[src/rtl/tea_key_match_tracker_if.sv]
// Bus between the TEA decryptor pipeline and the key match tracker.
// The master drives the key/plaintext stream; the slave reports search status.
interface tea_key_match_tracker_if;
   logic         ena;
   logic         clear;
   logic [127:0] key_in;
   logic [63:0]  plain_in;
   logic [127:0] found_key;
   logic [31:0]  attempts;
   logic         busy;
   logic         rdy;
   logic         exhausted;

   modport master (
      output ena, clear, key_in, plain_in,
      input  found_key, attempts, busy, rdy, exhausted
   );

   modport slave (
      input  ena, clear, key_in, plain_in,
      output found_key, attempts, busy, rdy, exhausted
   );
endinterface

[src/rtl/tea_key_match_tracker.sv]
// Aligns candidate keys with decrypted blocks, checks for the PDF magic,
// captures the first hit and counts compared blocks.
module tea_key_match_tracker #(
   parameter int          PIPE_DEPTH   = 32,
   parameter logic [31:0] MAGIC        = 32'h25504446,
   parameter logic [31:0] MAGIC_MASK   = 32'hFFFFFFFF,
   parameter logic [31:0] MAX_ATTEMPTS = 32'h3FFFFFFF
) (
   input  logic                          clk,
   input  logic                          rst,
   tea_key_match_tracker_if.slave        bus
);

   typedef enum logic [2:0] {
      IDLE, FILL, SEARCH, FOUND, EXHAUSTED
   } state_e;

   state_e                state_q, state_d;
   logic [PIPE_DEPTH-1:0] vld_q, vld_d;
   logic [127:0]          key_q [PIPE_DEPTH];
   logic [127:0]          key_d [PIPE_DEPTH];
   logic [127:0]          found_q, found_d;
   logic [31:0]           att_q, att_d, att_inc;
   logic                  busy_q, busy_d;
   logic                  rdy_q, rdy_d;
   logic                  exh_q, exh_d;
   logic                  ins, tail_vld, hit, drained;
   logic                  unused_lo;

   assign unused_lo = ^bus.plain_in[31:0];

   always_comb begin
      ins = bus.ena & (state_q != FOUND) & (state_q != EXHAUSTED) & ~bus.clear;
      vld_d = {vld_q[PIPE_DEPTH-2:0], ins};
      key_d[0] = bus.key_in;
      for (int i = 1; i < PIPE_DEPTH; i++) key_d[i] = key_q[i-1];

      tail_vld = vld_q[PIPE_DEPTH-1];
      hit = tail_vld &
            ((bus.plain_in[63:32] & MAGIC_MASK) == (MAGIC & MAGIC_MASK));
      // Line is empty after this edge: nothing behind the tail, nothing entering.
      drained = ~ins & ~|vld_q[PIPE_DEPTH-2:0];
      att_inc = (att_q == 32'hFFFFFFFF) ? att_q : att_q + 32'd1;

      state_d = state_q;
      found_d = found_q;
      att_d   = att_q;

      unique case (state_q)
         IDLE: begin
            if (bus.ena) state_d = FILL;
         end
         FILL, SEARCH: begin
            if (tail_vld) begin
               att_d = att_inc;
               if (hit) begin
                  state_d = FOUND;
                  found_d = key_q[PIPE_DEPTH-1];
               end else if (att_inc == MAX_ATTEMPTS) begin
                  state_d = EXHAUSTED;
               end else if (drained) begin
                  state_d = IDLE;
               end else begin
                  state_d = SEARCH;
               end
            end else if (drained) begin
               state_d = IDLE;
            end
         end
         FOUND, EXHAUSTED: ;
         default: state_d = IDLE;
      endcase

      if (bus.clear) begin
         state_d = IDLE;
         vld_d   = '0;
         att_d   = '0;
         found_d = found_q;
      end

      busy_d = (state_d == FILL) | (state_d == SEARCH);
      rdy_d  = (state_d == FOUND);
      exh_d  = (state_d == EXHAUSTED);
   end

   always_ff @(posedge clk or negedge rst) begin
      if (!rst) begin
         state_q <= IDLE;
         vld_q   <= '0;
         for (int i = 0; i < PIPE_DEPTH; i++) key_q[i] <= '0;
         found_q <= '0;
         att_q   <= '0;
         busy_q  <= 1'b0;
         rdy_q   <= 1'b0;
         exh_q   <= 1'b0;
      end else begin
         state_q <= state_d;
         vld_q   <= vld_d;
         for (int i = 0; i < PIPE_DEPTH; i++) key_q[i] <= key_d[i];
         found_q <= found_d;
         att_q   <= att_d;
         busy_q  <= busy_d;
         rdy_q   <= rdy_d;
         exh_q   <= exh_d;
      end
   end

   assign bus.found_key = found_q;
   assign bus.attempts  = att_q;
   assign bus.busy      = busy_q;
   assign bus.rdy       = rdy_q;
   assign bus.exhausted = exh_q;

endmodule
[src/flat_wrapper.sv]
// flat-port wrapper written by rule: the top's interface ports become plain ports
module tea_key_match_tracker_flat 
#(
   parameter int          PIPE_DEPTH   = 32,
   parameter logic [31:0] MAGIC        = 32'h25504446,
   parameter logic [31:0] MAGIC_MASK   = 32'hFFFFFFFF,
   parameter logic [31:0] MAX_ATTEMPTS = 32'h3FFFFFFF
)
  (clk, rst, bus_ena, bus_clear, bus_key_in, bus_plain_in, bus_found_key, bus_attempts, bus_busy, bus_rdy, bus_exhausted);
  tea_key_match_tracker_if bus_i ();
  input  logic clk;
  input  logic rst;
  input wire logic [$bits(bus_i.ena)-1:0] bus_ena;
  input wire logic [$bits(bus_i.clear)-1:0] bus_clear;
  input wire logic [$bits(bus_i.key_in)-1:0] bus_key_in;
  input wire logic [$bits(bus_i.plain_in)-1:0] bus_plain_in;
  output wire logic [$bits(bus_i.found_key)-1:0] bus_found_key;
  output wire logic [$bits(bus_i.attempts)-1:0] bus_attempts;
  output wire logic [$bits(bus_i.busy)-1:0] bus_busy;
  output wire logic [$bits(bus_i.rdy)-1:0] bus_rdy;
  output wire logic [$bits(bus_i.exhausted)-1:0] bus_exhausted;
  assign bus_i.ena = bus_ena;
  assign bus_i.clear = bus_clear;
  assign bus_i.key_in = bus_key_in;
  assign bus_i.plain_in = bus_plain_in;
  assign bus_found_key = bus_i.found_key;
  assign bus_attempts = bus_i.attempts;
  assign bus_busy = bus_i.busy;
  assign bus_rdy = bus_i.rdy;
  assign bus_exhausted = bus_i.exhausted;
  tea_key_match_tracker #(.PIPE_DEPTH(PIPE_DEPTH), .MAGIC(MAGIC), .MAGIC_MASK(MAGIC_MASK), .MAX_ATTEMPTS(MAX_ATTEMPTS)) u_core (.clk(clk), .rst(rst), .bus(bus_i));
endmodule
[config.mk]
export PLATFORM = sky130hd
export DESIGN_NAME = tea_key_match_tracker_flat
export DESIGN_NICKNAME = d
export VERILOG_FILES = /design/src/rtl/tea_key_match_tracker_if.sv /design/src/rtl/tea_key_match_tracker.sv /design/src/flat_wrapper.sv
export SDC_FILE = /design/constraint.sdc
export NUM_CORES = 2
export LEC_CHECK = 0
export CAP_MARGIN = 15
export CORE_UTILIZATION = 50
export CTS_CLUSTER_DIAMETER = 120
export DETAILED_ROUTE_END_ITERATION = 10
export MAX_ROUTING_LAYER = met4
export PLACE_DENSITY = 0.64
export REMOVE_ABC_BUFFERS = 1
export SYNTH_ARGS = -nofsm -noshare
export SYNTH_HDL_FRONTEND = slang
export SYNTH_SLANG_ARGS = --single-unit
[constraint.sdc]
create_clock -name clk -period 3 [get_ports clk]
set_input_delay 0.45 -clock clk [delete_from_list [all_inputs] [get_ports clk]]
set_output_delay 0.45 -clock clk [all_outputs]
set_load 0.1 [all_outputs]
==> impl_metrics.csv <==
group,metric,value,unit
setup_path,cp_num_buf_inv,1,
setup_path,crit_path_start_kind,"register",
global_route,antenna_found_initial,4,
hold_path,hp-class,"input pin to async pin",
synthesis,yosysSeqAreaShare,96.9,%
job,drv_cap,0,
finish,area_growth,20.3,%
pwr,intPower,92.1,mW
finish,fin_nets,5853,
route,vias,38665,
synthesis,synth-edff-count,0,
die,die_w,473,um
synthesis,ys.flop_type,"dfrtp_1",
timing,worst_slew_pin_slew,0.986,ns
synthesis,synth_top_area_cell,"dfrtp_1",
synthesis,synthCells,4740,
die,die_y,473,um
synthesis,synthTopCellsByCount,"4294 x dfrtp_1, 128 x mux2_2, 40 x nor2_1",
setup_path,endpoint_kind,"register",
clock_tree,cts_sinks,4294,
placement,hpwl,63.5,mm
setup_path,path_common_cell,"nand4_1",
synthesis,synthTopCellsByArea,"dfrtp_1 97%, mux2_2 1.3%, xor2_1 0.21%",
pwr,switchingPower,22.5,mW
pwr,combPwrFrac,1.4,%
finish,instances_no_fill,8928,
clock_tree,clk_path_buf_depth,4,
synthesis,synth_seq_cells,4294,
synthesis,yosysUniqueCellTypes,56,
global_route,grt_max_degree,188,
timing,hold_viol,0,
setup_path,path_class,"register to register",
global_route,gr-usage-all-layers,14.8,%
placement,placed_cells,8076,
die,die-area,224000,um^2
clock_tree,path_clk_slew,0.06,ns
route,routedWlPerCell,16.9,um
timing,fin_hold_ws,0.0860,ns
route,firstDrtPassIters,6,
synthesis,synth_top_area_share,96.9,%
synthesis,yosys_warnings,0,
clock_tree,clk_latency,0.95,ns
die,fp-row-count,172,
global_route,grt_pass1_vias,45520,
setup_path,setup.worst_path.end,"u_core.bus.busy",
clock_tree,cts_root_buf,"clkbuf_16",
setup_path,path_depth,9,
placement,portBuffers,326,
setup_path,r2r_end,"u_core.bus.busy",
route,wl,151,mm
setup_path,rr_worst_depth,9,
route,via_per_inst,4.33,
route,drtAntennaViolNets,0,
finish,seq_area,107000,um^2
clock_tree,htree_levels,5,
timing,setup_violations,0,
setup_path,cp-startpoint,"u_core.bus.attempts[11]",
finish,nFillCells,14586,
setup_path,r2r_start,"u_core.bus.attempts[11]",
pwr,swShare,19.6,%
global_route,gr-total-overflow,0,
pwr,p_seq_share,53.8,%
timing,drv_slew,0,
finish,multi_input_area,3290,um^2
setup_path,max_stage_delay,0.57,ns
setup_path,cp_slowest_cell,"or4_4",
synthesis,yosysMostFrequentCell,"dfrtp_1",
run_status,status,"finished, final reports clean",
clock_tree,cts_tree,"yes",
setup_path,path_max_fanout,6,
timing,relSlewSlack,34.3,%
timing,period_minus_slack,2.92,ns
setup_path,worst_ep_required_time,3.81,ns
timing,finClkSkew,0.0502,ns
pwr,power_leakage,61.3,nW
synthesis,syn_area_per_cell,23.4,um^2
setup_path,reg2reg_slack,0.08,ns
timing,period_share,97.5,%
synthesis,synthArstFlopShare,100,%
pwr,power_density,858,nW/um^2
die,pin_count,359,
global_route,grt_pass1_wl,254,mm
pwr,clkPwrFrac,44.8,%
timing,rsz0062_at_grt,"no",
route,drc,0,
die,start_util,50.4,%
finish,drive_gt1_share,17.5,%
setup_path,worstPathArrival,3.73,ns
setup_path,critPathTopFamily,"simple AND/OR/NAND/NOR gates",
setup_path,cp_cell_sequence,"nand4_1 > buf_4 > or4_4 > a211oi_2 > xor2_1 > o2111ai_1 > nor4b_2 > nand4_1 > a21o_2",
placement,place_congestion,0.835,
pwr,vdd_drop_max,0.618,mV
timing,max_freq,0.342,GHz
route,drt-initial-drc-count,2493,
die,core-area,220000,um^2
synthesis,synthesis.area,111000,um^2
clock_tree,numCtsBuffers,405,
kinds of logic after synthesis:
kind of cell    after synthesis  share of synthesized area, %
flops                      4294                          96.9
buf+inv                      36                         0.142
xor+xnor                     36                         0.284
compound gates               41                         0.257
fa+ha+maj                     1                        0.0113
mux                         129                          1.31
simple gates                203                          1.07
registers in the layout (all words and copies together), names as in the netlist:
signal	cells
u_core.bus.attempts	32
u_core.bus.busy	1
u_core.bus.exhausted	1
u_core.bus.found_key	128
u_core.bus.rdy	1
u_core.key_d	3968
u_core.key_q	128
u_core.state_q	3
u_core.vld_q	32
power by group through the flow:
stage	logic [mW]	clock network [mW]	registers, mW
2_1_floorplan	0.0211	0	62.2
3_3_place_gp	1.46	0	62.4
3_5_place_dp	1.52	0	62.5
4_1_cts	1.68	53.2	61.7
5_1_grt	1.88	55.4	61.8
6_report	1.58	51.3	61.6
how the worst min path moves through the flow:
stage	depth (start not counted)	slack, ns	end
finish	2	0.09	u_core.key_d[3894]
global route	2	0.06	u_core.key_d[3894]
CTS	2	0.008	u_core.key_d[3894]
detailed placement	0	0.33	u_core.key_d[1005]
global placement	0	0.33	u_core.key_d[1102]
floorplan	0	0.15	u_core.bus.attempts[0]
cells in the final DEF, fill, tap and decap left out, types with 35 or more instances in the layout:
master and instances:
clkbuf_8 109, clkbuf_1 74, mux2_2 128, clkbuf_16 414
nor2_1 40, buf_4 216, clkdlybuf4s50_1 161, dfrtp_1 4293
clkinv_2 63, bufinv_16 35, dlygate4sd3_1 130
metal layers:
layer	vias to the layer above	GRT usage, %	wire, um
met4	0	5.12	4090
met2	890	22.9	75200
met5	-	-	0
li1	16843	-	-
met1	20553	19.6	63200
met3	379	3.43	8000
metrics by stage:
| stage | util [%] | setup TNS (ns) | total power, mW | area [um^2] | setup WS (ns) |
|---|---|---|---|---|---|
| after CTS | 60.6 | 0 | 117 | 133000 | 0.124 |
| after global routing | 60.7 | 0 | 119 | 133000 | 0.0117 |
| after floorplan | - | -167.68 | 62.2 | 111000 | -1.25 |
| after detailed placement | 53.8 | -1.82 | 64.1 | 118000 | -0.0463 |
| final | 60.7 | 0 | 115 | 133000 | 0.0755 |
| after global placement | 53.8 | -0.0619 | 63.9 | 118000 | -0.00427 |
area by class of cell:
cell class | instances | share of cell area (%)
sequential | 4294 | 80.5
clock buffer | 597 | 9.10
timing repair buffer | 542 | 3.92
tap | 2958 | 2.77
multi-input combinational | 410 | 2.47
clock inverter | 121 | 1.18
inverter | 3 | 0.00844
antenna | 3 | 0.00563
timing repair:
item | 4_1_cts | 5_1_grt
buffers inserted | 0 | 1
hold endpoints to repair | 1038 | 0
pin swaps | 0 | 3
gates resized for setup | 1 | 8
hold buffers | 130 | 0
setup endpoints to repair | 2 | 4
Power figures use the tool's default switching activity.
